`src/rtl/inst_queue.sv`:
```
// Two-wide instruction queue between fetch and the dual decoders.
// Circular buffer with FWFT read of the oldest two entries and a one-cycle flush.
module inst_queue #(
  parameter int DEPTH = 8,
  parameter int PTR_W = $clog2(DEPTH)
) (
  input  logic             i_clk,
  input  logic             i_reset,
  input  logic             in_valid1,
  input  logic             in_valid2,
  input  logic [31:0]      in_inst1,
  input  logic [31:0]      in_inst2,
  input  logic [31:0]      in_pc1,
  input  logic [31:0]      in_pc2,
  input  logic             in_pred1,
  input  logic             in_pred2,
  output logic             in_ready,
  output logic             out_valid1,
  output logic             out_valid2,
  output logic [31:0]      out_inst1,
  output logic [31:0]      out_inst2,
  output logic [31:0]      out_pc1,
  output logic [31:0]      out_pc2,
  output logic             out_pred1,
  output logic             out_pred2,
  input  logic [1:0]       deq_num,
  input  logic             flush,
  output logic [PTR_W:0]   count
);
  localparam int NUM_LANES = 2;
  localparam logic [31:0]    NOP     = 32'h0000_0013;
  localparam logic [PTR_W:0] CNT_RDY = (PTR_W+1)'(DEPTH - 2);

  typedef struct packed {
    logic [31:0] inst;
    logic [31:0] pc;
    logic        pred;
  } entry_t;

  entry_t                            mem [DEPTH];
  logic [PTR_W-1:0]                  head, tail;
  logic [1:0]                        enq_num, deq_req, deq_eff;
  logic [NUM_LANES-1:0][PTR_W-1:0]   rd_idx;
  logic [NUM_LANES-1:0]              rd_vld;
  entry_t [NUM_LANES-1:0]            rd_ent;

  // in_ready looks only at registered occupancy, never at this cycle's dequeue
  assign in_ready = (count <= CNT_RDY);
  assign enq_num  = (in_ready && in_valid1) ? (in_valid2 ? 2'd2 : 2'd1) : 2'd0;
  assign deq_req  = (deq_num == 2'd3) ? 2'd2 : deq_num;
  assign deq_eff  = ((PTR_W+1)'(deq_req) > count) ? count[1:0] : deq_req;

  always_ff @(posedge i_clk) begin
    if (i_reset || flush) begin
      head  <= '0;
      tail  <= '0;
      count <= '0;
    end else begin
      head  <= head + PTR_W'(deq_eff);
      tail  <= tail + PTR_W'(enq_num);
      count <= count + (PTR_W+1)'(enq_num) - (PTR_W+1)'(deq_eff);
    end
  end

  // Storage is not reset; writes are suppressed when the pointers are being cleared
  always_ff @(posedge i_clk) begin
    if (!i_reset && !flush) begin
      if (enq_num != 2'd0) mem[tail] <= '{inst: in_inst1, pc: in_pc1, pred: in_pred1};
      if (enq_num == 2'd2) mem[tail + PTR_W'(1)] <= '{inst: in_inst2, pc: in_pc2, pred: in_pred2};
    end
  end

  for (genvar l = 0; l < NUM_LANES; l++) begin : g_rd
    assign rd_idx[l] = head + PTR_W'(l);
    assign rd_vld[l] = (count > (PTR_W+1)'(l));
    assign rd_ent[l] = rd_vld[l] ? mem[rd_idx[l]] : '{inst: NOP, pc: 32'd0, pred: 1'b0};
  end

  assign out_valid1 = rd_vld[0];
  assign out_valid2 = rd_vld[1];
  assign out_inst1  = rd_ent[0].inst;
  assign out_inst2  = rd_ent[1].inst;
  assign out_pc1    = rd_ent[0].pc;
  assign out_pc2    = rd_ent[1].pc;
  assign out_pred1  = rd_ent[0].pred;
  assign out_pred2  = rd_ent[1].pred;
endmodule

```
`config.mk`:
```
export PLATFORM = sky130hd
export DESIGN_NAME = inst_queue
export DESIGN_NICKNAME = d
export VERILOG_FILES = /design/src/rtl/inst_queue.sv
export SDC_FILE = /design/constraint.sdc
export NUM_CORES = 1
export LEC_CHECK = 0
export CAP_MARGIN = 15
export CORE_MARGIN = 2
export CORE_UTILIZATION = 30
export DETAILED_ROUTE_END_ITERATION = 7
export GPL_ROUTABILITY_DRIVEN = 0
export PLACE_DENSITY = 0.51
export SYNTH_ARGS = -nofsm -noshare
export SYNTH_HDL_FRONTEND = slang
export SYNTH_SLANG_ARGS = --single-unit
```
`constraint.sdc`:
```
create_clock -name i_clk -period 12.8 [get_ports i_clk]
set_input_delay 2.56 -clock i_clk [delete_from_list [all_inputs] [get_ports i_clk]]
set_output_delay 2.56 -clock i_clk [all_outputs]
set_load 0.05 [all_outputs]
```
==> results.ini, run 1 <==
[status]
run_status = finished, violations left
violations = design-rule violations

[cells_and_area]
design_area_um2 = 37600
final_util_pct = 36.2
final_common_cell = nand2_1
area_growth_pct = 19.7
nNetsFinal = 2879
stdcell_count = 4168
final_cell_mix = 630 x nand2_1, 520 x edfxtp_1, 429 x mux2_2, 314 x a21oi_1, 273 x clkdlybuf4s50_1
drive_above_1_share_pct = 29.7

[routing]
wl_per_cell_um = 26.8
firstDrtPassIters = 8
vias = 22600
top_layer_used = met5
met1_length_mm = 44.8
drtIter0Drc = 2115
drc = 1
wl_met2_mm = 56.2
routed_wl_mm = 112
wl_met3_mm = 7.37
ant_nets = 0
vias_per_cell = 5.42

[worst_setup_path]
cp.arrival_ns = 5.01
worstSetupStartpointType = register
worst-setup-path-type = reg -> out
cp.required_ns = 10.24
worst-r2r-setup-slack_ns = 8.72
path_max_fanout = 92
endpoint_kind = output port
rr_worst_depth = 7
setup.worst_path.start = head[1]$_SDFF_PP0_
r2r_start = tail[0]$_SDFF_PP0_
reg2reg_to = mem[7][24]$_DFFE_PP_

[timing]
worstMarginPinSlew_ns = 1.21
fin_crit_ns = 7.57
final.setup.tns_ns = 0
slew_violations = 0
setup_violations = 0
setup_ws_ns = 5.23
finalCritPeriodShare_pct = 59.2
maxSlewHeadroom_pct = 19.6
finalHoldViolations = 0
rsz0062_at_grt = false
clock-skew-final_ns = 0.0195
hold-worst-slack_ns = 0.686
fmax_mhz = 132

[floorplan]
initial_core_util_pct = 30.3
row_count = 118
coreArea_um2 = 104000
fp.dieW_um = 328
die_area_um2 = 107000
boundaryPins = 274
die_height_um = 328

[synthesis]
syn_avg_cell_area_um2 = 12.4
synthCells = 2525
synth_cell_type_count = 43
synth_fp_nets = 2679
synth-main-ff-cell = edfxtp_1
async_reset_ff_share_pct = 0
seq_area_frac_synth_pct = 50.3
synthesis.area_um2 = 31400
synth-edff-count = 520
synth-seq-cells = 530
ys_warn_count = 0

[hold_path]
min_to = tail[1]$_SDFF_PP0_
hold_depth = 3
min_from = tail[1]$_SDFF_PP0_
min_path_type = reg -> reg

[power_and_ir_drop]
totalPowerFinal_mw = 6.28
ir_worst_vdd_v = 0.000137
power.density_nw_per_um2 = 167
combPwrFrac_pct = 39.4
p_leak_nw = 13.0
internal-power_mw = 3.76
switching_power_mw = 2.52
pwr-share-clk_pct = 29.2
pwr-share-seq_pct = 31.5
swShare_pct = 40.1

[place]
dp_slack_ns = 5.94
place_inst = 4034
place_hpwl_mm = 62.8
portBuffers = 273
placed_area_um2 = 35500

[clock_network]
cts_tree = built
hold_buffers = 0
cts_resized = 0
numCtsBuffers = 69
clock_sinks = 530
clockRootBuffer = clkbuf_16
cts.clk_slew.worst_paths_ns = 0.05
insertion_delay_ns = 0.63
cts_setup_buffers = 0
cts_max_level = 3
clockBufferDepth = 3

[global_routing]
grt_max_degree = 96
grt_pass1_wl_mm = 161
antenna_found_initial = 20
grt-ovfl-total = 0
grt_util_all_layers_pct = 20.5
grt_pass1_vias = 23300

[flow_run]
maxCapViolCount = 0

## cells in the mapped netlist (13+ instances only)
| master | instances | share of area, % |
|---|---|---|
| buf_6 | 22 | 0.79 |
| buf_1 | 24 | 0.29 |
| mux4_2 | 130 | 9.3 |
| inv_1 | 16 | 0.19 |
| mux2_2 | 429 | 15 |
| a21oi_1 | 316 | 5.0 |
| buf_2 | 76 | 1.2 |
| ha_1 | 13 | 0.52 |
| mux2_4 | 100 | 4.8 |
| clkbuf_1 | 75 | 0.90 |
| nand2_1 | 630 | 7.5 |
| nor2_1 | 23 | 0.27 |
| edfxtp_1 | 520 | 50 |
| or4_1 | 62 | 1.5 |
## registers in the layout (all words and copies together) (netlist names)
signal	count
count	4
head	3
mem	520
tail	3
## worst max-delay path by stage
stage | depth (start not counted) | to | slack, ns
floorplan | 4 | mem[5][0]$_DFFE_PP_ | 5.76
global placement | 8 | out_inst2[21] | 5.93
detailed placement | 8 | out_inst2[21] | 5.94
CTS | 8 | out_inst2[21] | 5.24
global route | 8 | out_inst2[21] | 5.01
finish | 8 | out_inst2[21] | 5.23
## per-layer routing
metal | GRT usage, % | vias to the layer above
met1 | 25.4 | 11500
met5 | 0 | -
li1 | - | 9875
met2 | 35.7 | 967
met3 | 4.06 | 226
met4 | 6.54 | 22
## layout make-up
cell class | instances | area (µm²)
diodes | 10 | 25.0
clock inverters | 31 | 204
inverters | 16 | 61.3
repair buffers | 326 | 3140
well taps | 1380 | 1730
flip-flops and latches | 530 | 15800
clock buffers | 93 | 1880
multi-input cells | 1782 | 14800
fillers | 9989 | 66200
## power groups by stage
stage | logic, mW | clock network (mW) | registers (mW)
final | 2.48 | 1.83 | 1.98
after global placement | 2.48 | 0 | 2.01
after detailed placement | 2.49 | 0 | 2.01
after global routing | 2.58 | 1.94 | 1.98
after CTS | 2.50 | 1.87 | 1.98
after floorplan | 1.50 | 0 | 2.00
## cell families (layout without fill, tap and decap cells)
kind of cell               Yosys count  after routing  share of synthesized area [%]
and+or+nand+nor                    754            754                           10.1
adders and majority gates           17             17                          0.772
muxes                              668            668                           29.8
other                                0             10                              0
xor gates and xnor gates             8              8                          0.223
buffers and inverters              213            466                           3.37
AOI/OAI and AO/OA                  335            335                           5.44
DFF                                530            530                           50.3
## critical path, cell delays in order (launching register included)
cell and delay [ns]:
dfxtp_4 0.74, ha_1 0.42, xor2_4 0.17, buf_4 0.60, buf_4 0.94, nand2_1 0.11, a21oi_1 0.20, or4_1 0.27
clkdlybuf4s50_1 0.85
No activity file was read; power rests on OpenSTA's default activity.
==> inputs of run 2 (changes only) <==
==> constraint.sdc (replaced) <==
create_clock -name i_clk -period 7.2 [get_ports i_clk]
set_input_delay 1.44 -clock i_clk [delete_from_list [all_inputs] [get_ports i_clk]]
set_output_delay 1.44 -clock i_clk [all_outputs]
set_load 0.05 [all_outputs]
==> results.ini, run 2 (synthesis gave the netlist of run 1 again) <==
[status]
run_status = finished, final reports clean

[timing]
worstMarginPinSlew_ns = 1.09
final.setup.tns_ns = 0
clock-skew-final_ns = 0.0171
fmax_mhz = 169
slew_violations = 0
hold-worst-slack_ns = 0.682
fin_crit_ns = 5.91
finalCritPeriodShare_pct = 82.0
setup_violations = 0
rsz0062_at_grt = false
finalHoldViolations = 0
maxSlewHeadroom_pct = 27.3

[cells_and_area]
nNetsFinal = 2873
design_area_um2 = 37700
drive_above_1_share_pct = 29.9
area_growth_pct = 20.1
final_cell_mix = 630 x nand2_1, 520 x edfxtp_1, 429 x mux2_2, 314 x a21oi_1, 273 x clkdlybuf4s50_1
top_regs = mem: 520 flops, count: 4 flops
largest_reg_flops = 520
final_common_cell = nand2_1
registers.top_by_ff_count = mem

[global_routing]
grt_pass1_vias = 23600
grt_util_all_layers_pct = 20.4
grt_pass1_wl_mm = 161
grt-ovfl-total = 0
grt_max_degree = 119
antenna_found_initial = 9

[clock_network]
clockRootBuffer = clkbuf_16
insertion_delay_ns = 0.62
clock_sinks = 530
cts_setup_buffers = 0
cts_max_level = 3
cts_tree = built
cts_resized = 0
cts.clk_slew.worst_paths_ns = 0.06
numCtsBuffers = 68
hold_buffers = 0
clockBufferDepth = 3

[power_and_ir_drop]
p_leak_nw = 13.0
pwr-share-seq_pct = 31.3
swShare_pct = 39.8
switching_power_mw = 4.47
pwr-share-clk_pct = 29.3
ir_worst_vdd_v = 0.000290
power.density_nw_per_um2 = 298
combPwrFrac_pct = 39.4
totalPowerFinal_mw = 11.2
internal-power_mw = 6.76

[worst_setup_path]
r2r_start = tail[0]$_SDFF_PP0_
cp.arrival_ns = 4.47
endpoint_kind = output port
worstSetupStartpointType = register
worst-r2r-setup-slack_ns = 3.27
worst-setup-path-type = reg -> out
cp.required_ns = 5.76
setup.worst_path.start = head[0]$_SDFF_PP0_
path_max_fanout = 48

[flow_run]
maxCapViolCount = 0

[routing]
routed_wl_mm = 111
firstDrtPassIters = 5
drc = 0
ant_nets = 0
drtIter0Drc = 1879
vias_per_cell = 5.41
wl_per_cell_um = 26.8
vias = 22500

[floorplan]
fp.dieW_um = 328
boundaryPins = 274
coreArea_um2 = 104000
row_count = 118
die_height_um = 328
initial_core_util_pct = 30.3
die_area_um2 = 107000

[place]
placed_area_um2 = 35700
portBuffers = 273
place_hpwl_mm = 60.4

[hold_path]
min_from = tail[1]$_SDFF_PP0_
min_path_type = reg -> reg

run 2: changes by cell type in the layout (fill, tap and decap cells not counted), moves of 2 or more:
cell       before  now
buf_12          1   16
buf_4          52   32
bufinv_16       2    4
clkbuf_1       21   18
clkinv_1       21   10
clkinv_2        4    9
clkinv_4        0    3
diode_2        10    5
inv_6           3    1
run 2: power by group through the flow:
stage	sequential, mW	clock, mW	combinational [mW]
after floorplan	3.56	0	2.67
after global placement	3.58	0	4.42
after detailed placement	3.58	0	4.46
after CTS	3.52	3.38	4.48
after global routing	3.52	3.49	4.63
final	3.51	3.29	4.43
run 2: worst paths after layout:
check	to	depth (start not counted)
worst min-delay path	tail[1]$_SDFF_PP0_	3
worst min register to register	tail[1]$_SDFF_PP0_	3
worst max register to register	mem[1][38]$_DFFE_PP_	6
worst max-delay path	out_inst2[19]	8
run 2: area by class of cell:
cell class	instances	area [µm²]
timing repair buffer	321	3290
tap	1380	1730
clock buffer	89	1840
fill	10100	66000
antenna	5	12.5
sequential	530	15800
inverter	16	61.3
clock inverter	26	233
multi-input combinational	1782	14800
run 2: worst max-delay path: stages (launching register included):
cell and delay [ns]:
dfxtp_4 0.82, ha_1 0.44, xor2_4 0.53, buf_12 0.34, buf_4 0.35, nand2_1 0.10
a21oi_1 0.16, or4_1 0.20, clkdlybuf4s50_1 0.84
run 2: per-stage QoR:
stage	util [%]	cells	worst slack [ns]
after floorplan	-	2525	1.28
after global placement	34.3	4028	1.85
after detailed placement	34.4	4029	1.97
after CTS	36.4	4144	1.28
after global routing	36.4	4146	1.14
final	36.4	4149	1.29
run 2: layer usage:
layer	vias to the layer above	track usage, %	part of all wire [%]
li1	9860	-	-
met1	11500	25.1	40
met2	843	36.2	51
met3	207	3.56	6.3
met4	10	6.23	2.7
met5	-	0	0.060
